File: config.mk
export PLATFORM = sky130hd
export DESIGN_NAME = mbist_march_engine
export DESIGN_NICKNAME = d
export VERILOG_FILES = /design/src/rtl/mbist_march_engine.sv
export SDC_FILE = /design/constraint.sdc
export NUM_CORES = 1
export LEC_CHECK = 0
export CORE_AREA = 2 2 82 84
export DETAILED_ROUTE_END_ITERATION = 8
export DIE_AREA = 0 0 84 86
export GPL_ROUTABILITY_DRIVEN = 0
export REMOVE_ABC_BUFFERS = 1
export SLEW_MARGIN = 5
export SYNTH_ARGS = -nofsm -noshare
export SYNTH_HDL_FRONTEND = slang
export SYNTH_SLANG_ARGS = --single-unit
export TNS_END_PERCENT = 50
File: constraint.sdc
create_clock -name clk -period 6.4 [get_ports clk]
set_clock_uncertainty 0.05 [all_clocks]
set_input_delay 0.96 -clock clk [delete_from_list [all_inputs] [get_ports clk]]
set_output_delay 0.96 -clock clk [all_outputs]
set_load 0.03 [all_outputs]
File: src/rtl/mbist_march_engine.sv
// March C- memory BIST engine with functional pass-through.
// Runs NBG data backgrounds of March C- (E0..E5) over a WCOUNT x WLENGTH
// memory. Read data is checked RD_LAT cycles after each read is issued.
// Optional macro MBIST_FAIL_LOG_EN keeps a first-failure log
// (address, expected, actual, element); without it fail_* read as 0.
// Ports:
//   clk, rst        clock, synchronous active-high reset
//   start           single-cycle test request (honoured in IDLE/DONE)
//   func_*          functional memory request, forwarded when not testing
//   mem_*           memory request to the array; mem_rdata read return
//   busy/done/fail  status; done and fail are sticky until next start
//   fail_*          first-failure log
module mbist_march_engine #(
  parameter int unsigned WCOUNT  = 256,
  parameter int unsigned WLENGTH = 4,
  parameter int unsigned NBG     = 3,
  parameter int unsigned RD_LAT  = 1,
  localparam int unsigned AW     = $clog2(WCOUNT)
) (
  input  logic               clk,
  input  logic               rst,
  input  logic               start,
  input  logic               func_we,
  input  logic [AW-1:0]      func_addr,
  input  logic [WLENGTH-1:0] func_wdata,
  output logic               mem_we,
  output logic [AW-1:0]      mem_addr,
  output logic [WLENGTH-1:0] mem_wdata,
  input  logic [WLENGTH-1:0] mem_rdata,
  output logic               busy,
  output logic               done,
  output logic               fail,
  output logic [AW-1:0]      fail_addr,
  output logic [WLENGTH-1:0] fail_exp,
  output logic [WLENGTH-1:0] fail_act,
  output logic [2:0]         fail_elem
);

  typedef enum logic [1:0] {IDLE = 2'd0, RUN = 2'd1, DRAIN = 2'd2, DONE = 2'd3} state_t;

  state_t             state_q, state_d;
  logic [1:0]         bg_q, bg_d;
  logic [2:0]         elem_q, elem_d;
  logic               op_q, op_d;
  logic [AW-1:0]      idx_q, idx_d;
  logic [2:0]         drain_q, drain_d;
  logic               start_acc;
  logic               fail_q;

  logic               is_down, single_op, eng_we, run_we, data_one, last_op, last_idx;
  logic               issue_rd, eng_sel, mismatch;
  logic [AW-1:0]      eng_addr;
  logic [WLENGTH-1:0] bg_word, eng_data;

  logic [RD_LAT-1:0]  pv_q;
  logic [WLENGTH-1:0] pexp_q [RD_LAT];

  // Data background: BG0 zeros, BG1 bit i = i[0], BG2 bit i = i[1]
  always_comb begin
    bg_word = '0;
    for (int i = 0; i < int'(WLENGTH); i++) begin
      case (bg_q)
        2'd1:    bg_word[i] = i[0];
        2'd2:    bg_word[i] = i[1];
        default: bg_word[i] = 1'b0;
      endcase
    end
  end

  // Operation decode: op 0 is the read (or the only op), op 1 the write
  assign is_down   = (elem_q == 3'd3) || (elem_q == 3'd4);
  assign single_op = (elem_q == 3'd0) || (elem_q == 3'd5);
  assign eng_we    = (elem_q == 3'd0) || op_q;
  assign data_one  = op_q ? ((elem_q == 3'd1) || (elem_q == 3'd3))
                          : ((elem_q == 3'd2) || (elem_q == 3'd4));
  // Depth is a power of two, so ~idx walks WCOUNT-1 down to 0
  assign eng_addr  = is_down ? ~idx_q : idx_q;
  assign eng_data  = data_one ? ~bg_word : bg_word;
  assign last_op   = single_op || op_q;
  assign last_idx  = (idx_q == AW'(WCOUNT - 1));
  assign run_we    = (state_q == RUN) && eng_we;
  assign issue_rd  = (state_q == RUN) && !eng_we;

  // State register
  always_ff @(posedge clk) begin
    if (rst) begin
      state_q <= IDLE;
      bg_q    <= '0;
      elem_q  <= '0;
      op_q    <= 1'b0;
      idx_q   <= '0;
      drain_q <= '0;
    end else begin
      state_q <= state_d;
      bg_q    <= bg_d;
      elem_q  <= elem_d;
      op_q    <= op_d;
      idx_q   <= idx_d;
      drain_q <= drain_d;
    end
  end

  // Next state and march sequencing
  always_comb begin
    state_d   = state_q;
    bg_d      = bg_q;
    elem_d    = elem_q;
    op_d      = op_q;
    idx_d     = idx_q;
    drain_d   = drain_q;
    start_acc = 1'b0;
    case (state_q)
      IDLE, DONE: begin
        if (start) begin
          state_d   = RUN;
          bg_d      = '0;
          elem_d    = '0;
          op_d      = 1'b0;
          idx_d     = '0;
          start_acc = 1'b1;
        end
      end
      RUN: begin
        if (!last_op) begin
          op_d = 1'b1;
        end else begin
          op_d  = 1'b0;
          idx_d = idx_q + AW'(1);
          if (last_idx) begin
            if (elem_q == 3'd5) begin
              elem_d = '0;
              if (bg_q == 2'(NBG - 1)) begin
                state_d = DRAIN;
                drain_d = '0;
              end else begin
                bg_d = bg_q + 2'd1;
              end
            end else begin
              elem_d = elem_q + 3'd1;
            end
          end
        end
      end
      DRAIN: begin
        if (drain_q == 3'(RD_LAT - 1)) state_d = DONE;
        else                           drain_d = drain_q + 3'd1;
      end
      default: state_d = IDLE;
    endcase
  end

  // Compare at the tail of the read pipeline
  assign mismatch = pv_q[RD_LAT-1] && (mem_rdata != pexp_q[RD_LAT-1]);

  // Read-valid pipeline and sticky fail
  always_ff @(posedge clk) begin
    if (rst) begin
      pv_q   <= '0;
      fail_q <= 1'b0;
    end else if (start_acc) begin
      pv_q   <= '0;
      fail_q <= 1'b0;
    end else begin
      pv_q <= (pv_q << 1) | RD_LAT'(issue_rd);
      if (mismatch) fail_q <= 1'b1;
    end
  end

  // Expected-data pipeline; qualified by pv_q so no reset needed
  always_ff @(posedge clk) begin
    pexp_q[0] <= eng_data;
    for (int s = 1; s < int'(RD_LAT); s++) pexp_q[s] <= pexp_q[s-1];
  end

`ifdef MBIST_FAIL_LOG_EN
  logic [AW-1:0]      paddr_q [RD_LAT];
  logic [2:0]         pelem_q [RD_LAT];
  logic [AW-1:0]      log_addr_q;
  logic [WLENGTH-1:0] log_exp_q, log_act_q;
  logic [2:0]         log_elem_q;

  // Address/element ride alongside the expected data
  always_ff @(posedge clk) begin
    paddr_q[0] <= eng_addr;
    pelem_q[0] <= elem_q;
    for (int s = 1; s < int'(RD_LAT); s++) begin
      paddr_q[s] <= paddr_q[s-1];
      pelem_q[s] <= pelem_q[s-1];
    end
  end

  // First-failure capture; later mismatches leave it alone
  always_ff @(posedge clk) begin
    if (rst || start_acc) begin
      log_addr_q <= '0;
      log_exp_q  <= '0;
      log_act_q  <= '0;
      log_elem_q <= '0;
    end else if (mismatch && !fail_q) begin
      log_addr_q <= paddr_q[RD_LAT-1];
      log_exp_q  <= pexp_q[RD_LAT-1];
      log_act_q  <= mem_rdata;
      log_elem_q <= pelem_q[RD_LAT-1];
    end
  end

  assign fail_addr = log_addr_q;
  assign fail_exp  = log_exp_q;
  assign fail_act  = log_act_q;
  assign fail_elem = log_elem_q;
`else
  assign fail_addr = '0;
  assign fail_exp  = '0;
  assign fail_act  = '0;
  assign fail_elem = '0;
`endif

  // Status and memory port mux; reset always hands the port back
  assign busy      = (state_q == RUN) || (state_q == DRAIN);
  assign done      = (state_q == DONE);
  assign fail      = fail_q;
  assign eng_sel   = busy && !rst;
  assign mem_we    = eng_sel ? run_we   : func_we;
  assign mem_addr  = eng_sel ? eng_addr : func_addr;
  assign mem_wdata = eng_sel ? eng_data : func_wdata;

endmodule

==> impl_metrics.tcl <==
set metrics [dict create \
    power_density_nw_per_um2 319 \
    hold_buffers 0 \
    seq_area_um2 500 \
    die_x_um 84 \
    grt_pass1_vias 1377 \
    arrival_ns 3.49 \
    route.detailed.drc 0 \
    power_w 0.000713 \
    p_clk_frac 0.132 \
    gr-total-overflow 0 \
    tightest_slew_ns 0.798 \
    avgSynthCellArea_um2 8.17 \
    fillers 664 \
    ys_types 50 \
    setup_ws_ns 1.90 \
    cts_setup_buffers 0 \
    cp-end-kind "output pin" \
    synthToLayoutAreaGrowth_pct 19.3 \
    ys_top_cells_by_area "dfxtp_1 (27%), buf_4 (8.0%), ha_1 (7.4%)" \
    track_usage 0.110 \
    power.leakage_nw 0.881 \
    path_max_fanout 23 \
    multiInputGateArea_um2 1200 \
    grt_max_degree 24 \
    ctsRootBufferMaster "clkbuf_8" \
    drt_iter0_markers 59 \
    timing.setup.tns_ns 0 \
    clock_path_buffers 2 \
    nNetsFinal 288 \
    worst_setup_path_start_kind "input pin" \
    diodes 0 \
    combPwrFrac 0.598 \
    timing.final.hold_violations 0 \
    dp_hpwl_mm 2.85 \
    slew_headroom 0.466 \
    crit_type "input pin to output pin" \
    status "completed" \
    ys_dominant_reg_cell "dfxtp_1" \
    drive_above_1_share 0.0820 \
    cts_tree "built" \
    ys_seq_area_frac 0.268 \
    fp-row-count 29 \
    ir_worst_vdd_mv 0.155 \
    numCtsBuffers 3 \
    max_cap_violations 0 \
    grt_pass1_wl_mm 6.54 \
    die_h_um 86 \
    routed_wl_mm 3.84 \
    grt_setup_unrepaired "false" \
    setup_viol 0 \
    initial_core_util 0.298 \
    power_frac_seq 0.270 \
    cts.htree.levels 1 \
    fmax_mhz 222 \
    synth_top_area_cell "dfxtp_1" \
    cts_resized 0 \
    swShare 0.461 \
    finalCritPeriodShare 0.704 \
    slew_viol_final 0 \
    netlist_area_um2 1870 \
    core_area_um2 6280 \
    vias 1506 \
    synthCells 229 \
    avgRoutedWirePerCell_um 11.5 \
    pre_cts_slack_ns 1.86 \
    clk_pin_slew_worst_paths_ns 0.08 \
    ys_warn_count 0 \
    clock_sinks 25 \
    synth_seq_cells 25 \
    synth_edf_count 0 \
    die-area_um2 7220 \
    antenna_found_initial 0 \
    p_sw_w 0.000329 \
    port_buffers 35 \
    drtPass1Iterations 4 \
    synth_top_area_frac 0.268 \
    worstPathRequired_ns 5.39 \
    routed_via_density 4.52 \
    hold_class "register to register" \
    ant_nets 0 \
    whs_ns 0.428 \
    internal_power_w 0.000384 \
    post-route-min-period_ns 4.50 \
    io_pins 55 \
    synth_most_common_cell "dfxtp_1" \
    insertion_delay_ns 0.27 \
    synth_common_cells "dfxtp_1 (25), nand2_1 (23), buf_4 (20), nor2_1 (13), ha_1 (11)" \
    synthArstFlopShare 0 \
]
## power groups by stage
| stage | Combinational [W] | Sequential, W | Clock, W |
|---|---|---|---|
| finish | 0.000427 | 0.000192 | 0.0000940 |
| global route | 0.000471 | 0.000196 | 0.000106 |
| floorplan | 0.000304 | 0.000192 | 0 |
| detailed placement | 0.000428 | 0.000197 | 0 |
| CTS | 0.000430 | 0.000193 | 0.0000996 |
| global placement | 0.000424 | 0.000196 | 0 |
## worst max-delay path: stages
cell,delay [ns]
clkdlybuf4s50_1,0.99
or2_2,0.54
mux2_2,0.40
clkdlybuf4s50_1,0.59
## per-layer routing
| layer | track usage | vias up | part of all wire |
|---|---|---|---|
| met2 | 0.186 | 28 | 0.46 |
| met4 | 0.0381 | 0 | 0.013 |
| li1 | - | 803 | - |
| met5 | 0 | - | 0 |
| met3 | 0.0183 | 5 | 0.027 |
| met1 | 0.144 | 670 | 0.50 |
## kinds of logic after synthesis
| kind of cell | count (synthesis) | share of synthesized area |
|---|---|---|
| buffers and inverters | 40 | 0.126 |
| DFF | 25 | 0.268 |
| adders and majority gates | 11 | 0.0736 |
| other | 1 | 0.00200 |
| xor gates and xnor gates | 17 | 0.0836 |
| muxes | 11 | 0.0635 |
| AOI/OAI and AO/OA | 42 | 0.148 |
| and+or+nand+nor | 82 | 0.236 |
## worst paths after layout
check | to | cells after the start | slack (ns) | startpoint
hold reg to reg | drain_q[0] | 2 | 0.43 | drain_q[0]
setup / recovery | mem_wdata[1] | 4 | 1.90 | rst
setup reg to reg | drain_q[1] | 7 | 4.08 | state_q[1]
hold / removal | drain_q[0] | 2 | 0.43 | drain_q[0]
## layout by cell type, fill, tap and decap left out, types with 5 or more instances in the layout
master and count:
o21ai_0 8, o21ai_1 9, dfxtp_1 25, a21oi_1 10
nand4_1 5, nor2_1 13, clkdlybuf4s50_1 35, nand2_1 23
conb_1 19, and3_1 5, or3_1 7, xor2_1 10
inv_1 9, ha_1 11, xnor2_1 6
## area by class of cell
class	count	share of cell area
clock buffer	4	0.0202
timing repair buffer	35	0.157
multi-input combinational	182	0.539
tap	77	0.0432
sequential	25	0.224
inverter	10	0.0168
## through the flow
stage | cells | util | area (µm²)
after floorplan | 217 | - | 1740
after global placement | 329 | 0.348 | 2190
after detailed placement | 329 | 0.348 | 2190
after CTS | 333 | 0.356 | 2230
after global routing | 333 | 0.356 | 2230
final | 333 | 0.356 | 2230
## sequential cells by signal, summed over array words and instances, names as in the netlist
register  count
op_q          1
state_q       2
pexp_q        4
fail          1
bg_q          2
elem_q        3
idx_q         8
pv_q          1
drain_q       3
(Power assumes the default switching activity.)
